$ cat config.mk
export PLATFORM = sky130hd
export DESIGN_NAME = alu_issue
export DESIGN_NICKNAME = d
export VERILOG_FILES = /design/src/rtl/alu_issue.sv
export SDC_FILE = /design/constraint.sdc
export NUM_CORES = 1
export LEC_CHECK = 0
export BUFFER_PORTS_ARGS = -buffer_cell sky130_fd_sc_hd__buf_4
export CAP_MARGIN = 20
export CORE_MARGIN = 8
export CORE_UTILIZATION = 48
export DETAILED_ROUTE_END_ITERATION = 7
export PLACE_DENSITY = 0.8
export SLEW_MARGIN = 25
export SYNTH_ARGS = -nofsm -noshare
export SYNTH_HDL_FRONTEND = slang
export SYNTH_SLANG_ARGS = --single-unit
export TNS_END_PERCENT = 30
$ cat constraint.sdc
create_clock -name clk -period 2 [get_ports clk]
set_input_delay 0.4 -clock clk [delete_from_list [all_inputs] [get_ports clk]]
set_output_delay 0.4 -clock clk [all_outputs]
set_load 0.01 [all_outputs]
$ cat src/rtl/alu_issue.sv
// alu_issue: decode-and-issue stage in front of the 3-bit-opcode ALU.
// It decodes RV32I OP/OP-IMM instructions into ALU opcode, operands and
// writeback control, and buffers them in a two-entry skid buffer (M drives
// the outputs, S catches the entry that arrives while M is stalled).
// It also keeps a saturating count of illegal instructions issued.
//
// Handshake: a transfer happens on a rising edge where valid and ready are
// both high. A producer holds valid and its payload until that transfer.
// in_ready is a register (= !S valid), so it has no combinational path from
// out_ready. out_* stay stable while out_valid=1 and out_ready=0.
module alu_issue #(
    parameter int CNT_W = 16
) (
    input  logic             clk,
    input  logic             rst_n,
    input  logic             flush,
    input  logic             in_valid,
    output logic             in_ready,
    input  logic [31:0]      in_inst,
    input  logic [31:0]      in_rs1_val,
    input  logic [31:0]      in_rs2_val,
    output logic             out_valid,
    input  logic             out_ready,
    output logic [31:0]      out_a,
    output logic [31:0]      out_b,
    output logic [2:0]       out_opcode,
    output logic [4:0]       out_rd,
    output logic             out_we,
    output logic             out_illegal,
    output logic [CNT_W-1:0] illegal_count
);

    localparam logic [2:0] ALU_ADD  = 3'b000;
    localparam logic [2:0] ALU_SUB  = 3'b001;
    localparam logic [2:0] ALU_AND  = 3'b010;
    localparam logic [2:0] ALU_OR   = 3'b011;
    localparam logic [2:0] ALU_XOR  = 3'b100;
    localparam logic [2:0] ALU_SLL  = 3'b101;
    localparam logic [2:0] ALU_SRL  = 3'b110;
    localparam logic [2:0] ALU_SLTU = 3'b111;

    localparam logic [6:0] MAJ_OP     = 7'b0110011;
    localparam logic [6:0] MAJ_OP_IMM = 7'b0010011;
    localparam logic [6:0] F7_ZERO    = 7'b0000000;
    localparam logic [6:0] F7_ALT     = 7'b0100000;

    // Entry layout: {a, b, opcode, rd, we, illegal}
    localparam int ENTRY_W = 32 + 32 + 3 + 5 + 1 + 1;

    logic [6:0]  major;
    logic [2:0]  funct3;
    logic [6:0]  funct7;
    logic        is_op;
    logic        is_imm;
    logic        dec_legal;
    logic [2:0]  dec_alu_op;
    logic [31:0] dec_b_raw;
    logic [ENTRY_W-1:0] dec_entry;

    logic [ENTRY_W-1:0] m_entry;
    logic [ENTRY_W-1:0] s_entry;
    logic               m_valid;
    logic               s_valid;
    logic               in_fire;
    logic               out_fire;
    logic               m_free;

    assign major  = in_inst[6:0];
    assign funct3 = in_inst[14:12];
    assign funct7 = in_inst[31:25];
    assign is_op  = (major == MAJ_OP);
    assign is_imm = (major == MAJ_OP_IMM);

    // Decode funct3/funct7 into an ALU opcode and a legality flag.
    always_comb begin
        dec_legal  = 1'b0;
        dec_alu_op = ALU_ADD;
        if (is_op || is_imm) begin
            case (funct3)
                3'b000: begin
                    // OP-IMM has no SUB form; its funct7 bits are immediate.
                    if (is_imm || funct7 == F7_ZERO) begin
                        dec_legal  = 1'b1;
                        dec_alu_op = ALU_ADD;
                    end else if (funct7 == F7_ALT) begin
                        dec_legal  = 1'b1;
                        dec_alu_op = ALU_SUB;
                    end
                end
                3'b001: begin
                    dec_legal  = (funct7 == F7_ZERO);
                    dec_alu_op = ALU_SLL;
                end
                3'b101: begin
                    // Arithmetic right shift is not supported by the ALU.
                    dec_legal  = (funct7 == F7_ZERO);
                    dec_alu_op = ALU_SRL;
                end
                3'b011: begin
                    dec_legal  = 1'b1;
                    dec_alu_op = ALU_SLTU;
                end
                3'b100: begin
                    dec_legal  = 1'b1;
                    dec_alu_op = ALU_XOR;
                end
                3'b110: begin
                    dec_legal  = 1'b1;
                    dec_alu_op = ALU_OR;
                end
                3'b111: begin
                    dec_legal  = 1'b1;
                    dec_alu_op = ALU_AND;
                end
                default: begin
                    // Signed compare (SLT) has no ALU opcode.
                    dec_legal  = 1'b0;
                    dec_alu_op = ALU_ADD;
                end
            endcase
        end
    end

    // Select operand B: register, shift amount, or sign-extended immediate.
    always_comb begin
        dec_b_raw = in_rs2_val;
        if (is_imm) begin
            if (funct3 == 3'b001 || funct3 == 3'b101)
                dec_b_raw = {27'd0, in_inst[24:20]};
            else
                dec_b_raw = {{20{in_inst[31]}}, in_inst[31:20]};
        end
    end

    // Assemble the buffered entry; illegal entries carry zero operands.
    always_comb begin
        if (dec_legal)
            dec_entry = {in_rs1_val, dec_b_raw, dec_alu_op, in_inst[11:7],
                         (in_inst[11:7] != 5'd0), 1'b0};
        else
            dec_entry = {32'd0, 32'd0, ALU_ADD, in_inst[11:7], 1'b0, 1'b1};
    end

    assign in_ready = !s_valid;
    assign in_fire  = in_valid && in_ready;
    assign out_fire = m_valid && out_ready;
    assign m_free   = !m_valid || out_ready;

    // Skid buffer: M refills from S first (FIFO order), else from the input.
    always_ff @(posedge clk or negedge rst_n) begin
        if (!rst_n) begin
            m_valid <= 1'b0;
            s_valid <= 1'b0;
            m_entry <= '0;
            s_entry <= '0;
        end else if (flush) begin
            m_valid <= 1'b0;
            s_valid <= 1'b0;
        end else if (m_free) begin
            if (s_valid) begin
                m_entry <= s_entry;
                m_valid <= 1'b1;
                s_valid <= 1'b0;
            end else if (in_fire) begin
                m_entry <= dec_entry;
                m_valid <= 1'b1;
            end else begin
                m_valid <= 1'b0;
            end
        end else if (in_fire) begin
            s_entry <= dec_entry;
            s_valid <= 1'b1;
        end
    end

    // Count illegal entries leaving the stage, saturating; flush does not clear it.
    always_ff @(posedge clk or negedge rst_n) begin
        if (!rst_n)
            illegal_count <= '0;
        else if (out_fire && m_entry[0] && (illegal_count != {CNT_W{1'b1}}))
            illegal_count <= illegal_count + 1'b1;
    end

    assign out_valid   = m_valid;
    assign out_a       = m_entry[73:42];
    assign out_b       = m_entry[41:10];
    assign out_opcode  = m_entry[9:7];
    assign out_rd      = m_entry[6:2];
    assign out_we      = m_entry[1];
    assign out_illegal = m_entry[0];

endmodule
== Word level (Yosys, flattened, before mapping) ==
Index checks and enable logic that the tools add are counted.
Widths: inputs -> output; s select.

* Bits in registers: 166
* Bits of input ports: 101
* Word-level logic and storage cells: 58

* Add/sub/neg operators: 1
* Equality and inequality tests: 10
* Mux-type cells: 20
* Bitwise logic cells: 2
* Reductions and logical operators: 20

{| class="wikitable"
|+ Operators by type and width
! cell !! count
|-
| $mux 74 || 3
|-
| $mux 32 || 2
|-
| $pmux 3 s7 || 1
|-
| $add 16x1->16 const B || 1
|-
| $ne 16x16->1 const B || 1
|-
| $eq 7x6->1 const B || 2
|-
| $eq 3x3->1 const B || 4
|-
| $mux 1 || 12
|-
| $eq 7x5->1 const B || 1
|-
| $logic_not 7->1 || 1
|-
| $reduce_and 3->1 || 2
|-
| $reduce_bool 5->1 || 1
|-
| $logic_and 1x1->1 || 4
|-
| $logic_or 1x1->1 || 4
|-
| $reduce_bool 2->1 || 2
|-
| $reduce_or 4->1 || 1
|-
| $eq 3x1->1 const B || 1
|-
| $eq 3x2->1 const B || 1
|-
| $logic_not 3->1 || 1
|-
| $mux 3 || 1
|-
| $pmux 1 s3 || 1
|-
| $reduce_bool 3->1 || 1
|-
| $logic_not 1->1 || 2
|-
| $not 1->1 || 2
|-
| $reduce_or 2->1 || 1
|}

== Logic depth before layout (Yosys ltp) ==
* Word-level depth: 8
* Mapped depth: 8

== Worst setup path before layout ==
OpenSTA, ideal clock, no wires.

* Path type: input port to flip-flop
* Start: input port in_inst[25]
* End: register m_entry[27]
* Arrival time: 2.324 ns
* Data required time: 1.920 ns
* Slack: -0.404 ns
* Stages: 7
* Path buffers: 2
* Path through: or4_4 > o221a_4 > or4_4 > or2_1 > buf_2 > buf_6 > o22ai_2

* Word-level cells in the longest chain between the ends: 8
* Elaborated cells between the ends (all ways): 10
* Classes of those cells: eq/ne (1); mux (7); reduce/logical (2)

{| class="wikitable"
|+ Ends and longest elaborated chain
! item !! RTL line !! RTL
|-
| start: declaration || 19 || <nowiki>input logic [31:0] in_inst,</nowiki>
|-
| $eq 7x6->1 / $logic_not 7->1 (equally long branches) || n/a ||
|-
| $mux 1 / $logic_or 1x1->1 (equally long branches) || 85, 82 ||
|-
| $mux 1 || 82 || <nowiki>if (is_imm || funct7 == F7_ZERO) begin</nowiki>
|-
| $pmux 1 s3 * || 79 || <nowiki>case (funct3)</nowiki>
|-
| $mux 1 * || 78 || <nowiki>if (is_op || is_imm) begin</nowiki>
|-
| $mux 74 * || 137 || <nowiki>if (dec_legal)</nowiki>
|-
| $mux 74 * || 164 || <nowiki>end else if (in_fire) begin</nowiki>
|-
| $mux 74 * || 160 || <nowiki>if (s_valid) begin</nowiki>
|-
| end signal: assignment || 161 || <nowiki>m_entry <= s_entry;</nowiki>
|-
| end signal: assignment || 165 || <nowiki>m_entry <= dec_entry;</nowiki>
|-
| end: declaration || 60 || <nowiki>logic [ENTRY_W-1:0] m_entry;</nowiki>
|}

Every way passes the cells marked *; elsewhere a longest branch is shown, timed or not. The select of a mux whose other input is x is not followed.
A chain may end at the register's enable or synchronous reset.

== Worst setup path in the final report ==
* Start: input port in_inst[26]
* End: register m_entry[24]

The elaborated chain is that of the path after synthesis.

==> metrics.md <==
| Metric | Value |
|---|---|
| Layout cell share with drive strength beyond 1 | 34.19% |
| P per Cell Area | 851.1 nW/um2 |
| CTS tree | yes |
| Cts bufs inserted | 17 |
| Post-Synth XOR/XNOR Area | 1.416% |
| CP max stage delay | 0.54 ns |
| Net Count, Synth | 828 |
| Crit-path cells | buf_4 -> or4_4 -> o221a_4 -> or4_4 -> or2_4 -> clkbuf_16 -> o22ai_2 |
| Setup violations, final | 34 |
| Fin nets | 1029 |
| GRT Total Usage | 21.75% |
| Worst path top cell family by delay | simple AND/OR/NAND/NOR gates |
| Initial antenna violation count | 0 |
| Max-cap violations | 0 |
| Remaining Overflow, GRT | 0 |
| R2R cell count | 6 |
| Warnings from Yosys | 0 |
| Final period util | 105.6% |
| Slew @ Worst Pin | 0.5449 ns |
| Crit path top cell by count | or4_4 |
| Top FF cell, synth | dfrtp_1 |
| Critical-path top delay cell | or4_4 |
| Asr flop ratio synth | 100.0% |
| Max-slew violations | 0 |
| Synth Area in Compound Gates | 20.96% |
| FF/Latch Area | 4155 um2 |
| Routability cong. | 0.8165 |
| Finished Layout Cells | 1127 |
| #FFs+latches synth | 166 |
| Status | finished with violations |
| Sink Count | 166 |
| IO Port Bufs | 187 |
| Worst slack, placed | -0.5904 ns |
| Post-synth cell types | 44 |
| Clk_skew | 0.009112 ns |
| Pwr Total | 8679 uW |
| Final WS setup | -0.1122 ns |
| Most common cell after layout, fill and taps aside | buf_4 |
| N_diodes | 0 |
| First-pass GRT wire length | 34.70 mm |
| Avg Cell Area, Syn | 10.22 um2 |
| Die height | 140.3 um |
| Wirelength per Cell | 19.19 um |
| IO Pins | 193 |
| Crit-path max FO | 6 |
| Worst relative slew slack | 63.34% |
| Final ANT Viol Nets | 0 |
| Post-Syn Area | 7421 um2 |
| Post-synthesis mux area share | 2.394% |
| Simple logic cell fraction of the synthesized area | 15.49% |
| H-tree depth | 4 |
| Post-synth EDFFs | 0 |
| Seq/Total Area, Yosys | 55.98% |
| Fillers | 1159 |
| FP Rows | 45 |
| Crit path time final | 2.112 ns |
| Clock root buffer | clkbuf_16 |
| Core area | 15150 um2 |
| Number of cells on the critical path | 7 |
| DR vias | 6485 |
| Die Wd | 140.3 um |
| Drt pass-1 iters | 5 |
| CP Capture Type | flop |
| RSZ-0062 raised after global routing | true |
| Vias in the first global route | 6641 |
| DRC violations left | 0 |
| VDD IR max | 0.6305 mV |
| Final Core Density | 67.33% |
| Failing checks | setup timing |
| Clock Latency Late Sink | 0.43 ns |
| Main combinational cell family by area after synthesis | compound AO/OA/AOI/OAI gates |
| Full die area | 19700 um2 |
| Hold slack final | 0.2072 ns |
| Final Hold Violating Endpoints | 0 |
| Max Fclk | 473.4 MHz |
| Most frequent cells in the layout | buf_4, dfrtp_1, nand2_1, a21oi_1, o21ai_0 |
| Detailed placement HPWL | 14.24 mm |
| Drt via density | 5.754 |
| WS Path Type | in2reg |
| 1st-iter DRT viols | 480 |
| Lkg Pwr | 0.004948 uW |
| Worst-path clk slew | 0.07 ns |
| Worst hold path type | in2reg |
| Starting density of the core | 49.00% |
| Area of the multi-input gates | 3094 um2 |
| Post-Place Cells | 1091 |
| Synth-to-Final Area Change | 37.41% |
| Post-Synth Adder-Cell Area | 0.3035% |
| Bufs on Longest Clock Path | 2 |
| Arr. time, crit path | 2.45 ns |
| Detailed Route WL | 21.63 mm |
| CP bufs+invs | 2 |
| Synthesized instance count | 726 |
| Crit path launch type | input pin |
| Largest net degree at the start of global routing | 67 |
| CP required | 2.34 ns |
| Hold Path Depth | 2 |
==> logic make-up after synthesis <==
family | Yosys count
xor gates and xnor gates | 12
DFF | 166
muxes | 17
AOI/OAI and AO/OA | 217
buffers and inverters | 61
adders and majority gates | 2
and+or+nand+nor | 251
==> path summary, 6_finish.rpt <==
path | startpoint | slack (ns) | endpoint
max | in_inst[26] | -0.11 | m_entry[24]$_DFFE_PN0P_
min | in_rs1_val[12] | 0.21 | m_entry[54]$_DFFE_PN0P_
max reg2reg | out_valid$_DFFE_PN0N_ | -0.07 | m_entry[24]$_DFFE_PN0P_
min in group asynchronous | rst_n | 0.48 | illegal_count[9]$_DFFE_PN0P_
max in group asynchronous | rst_n | 0.90 | s_entry[47]$_DFFE_PN0P_
min reg2reg | s_entry[1]$_DFFE_PN0P_ | 0.47 | s_entry[1]$_DFFE_PN0P_
==> worst reg2reg max path: cells and delay by family, from the launching register on <==
family          cells  cell delay [ns]
flops               1             0.38
compound gates      1             0.16
buf+inv             1             0.19
simple gates        4             1.27
==> report_power, final <==
part	switching, uW	total [uW]	internal [uW]
Combinational	589	1200	609
Clock	1410	3770	2360
Sequential	158	3710	3550
==> what timing repair did <==
action | CTS | global route
gates cloned | 0 | 3
hold buffers | 1 | 0
buffers inserted | 0 | 1
endpoints found under the setup margin | 68 | 75
pin swaps | 0 | 2
endpoints found under the hold margin | 37 | 0
resized for setup | 3 | 20
==> per-stage QoR <==
| step | area (um2) | TNS (ns) |
|---|---|---|
| after floorplan | 7440 | -27.29 |
| after global placement | 9375 | -49.53 |
| after detailed placement | 9375 | -53.07 |
| after CTS | 10070 | -1.871 |
| after global routing | 10200 | -3.325 |
| final | 10200 | -2.655 |
==> cell usage after synthesis (all sizes together), types with 2 or more instances <==
cell / n / area share [%]
o31ai: 24 / 2.4
a31oi: 2 / 0.17
buf: 8 / 0.78
nand2: 122 / 6.2
nor3: 7 / 0.47
xnor2: 10 / 1.2
nor4: 2 / 0.17
o22ai: 29 / 4.7
nand3: 10 / 0.67
clkbuf: 51 / 2.6
a221o: 33 / 4.5
and3: 43 / 3.6
or3: 3 / 0.25
inv: 2 / 0.10
nor2: 47 / 2.4
o21ai: 58 / 3.9
nand3b: 2 / 0.20
mux2i: 11 / 1.5
xor2: 2 / 0.24
mux2: 6 / 0.91
nand4: 4 / 0.34
nand2b: 3 / 0.25
dfrtp: 166 / 56
or4: 4 / 0.51
a21oi: 64 / 4.3
==> layout make-up <==
type	count	area share, %
inverter	2	0.07362
clock buffer	17	4.172
timing repair buffer	241	19.93
sequential	166	40.75
clock inverter	14	2.429
tap	188	2.307
multi-input combinational	499	30.34
==> per-layer routing <==
metal	GRT usage [%]	up-vias	part of all wire (%)
met5	0	-	0
met4	7.371	0	2.0
met3	5.946	29	6.7
met2	33.40	242	46
met1	29.14	3205	45
li1	-	3009	-
==> sequential cells by signal, indices dropped and copies added (netlist names) <==
register	count
s_entry	74
out_valid	1
s_valid	1
m_entry	74
illegal_count	16
Note: power is estimated with default switching activity, not from simulation.
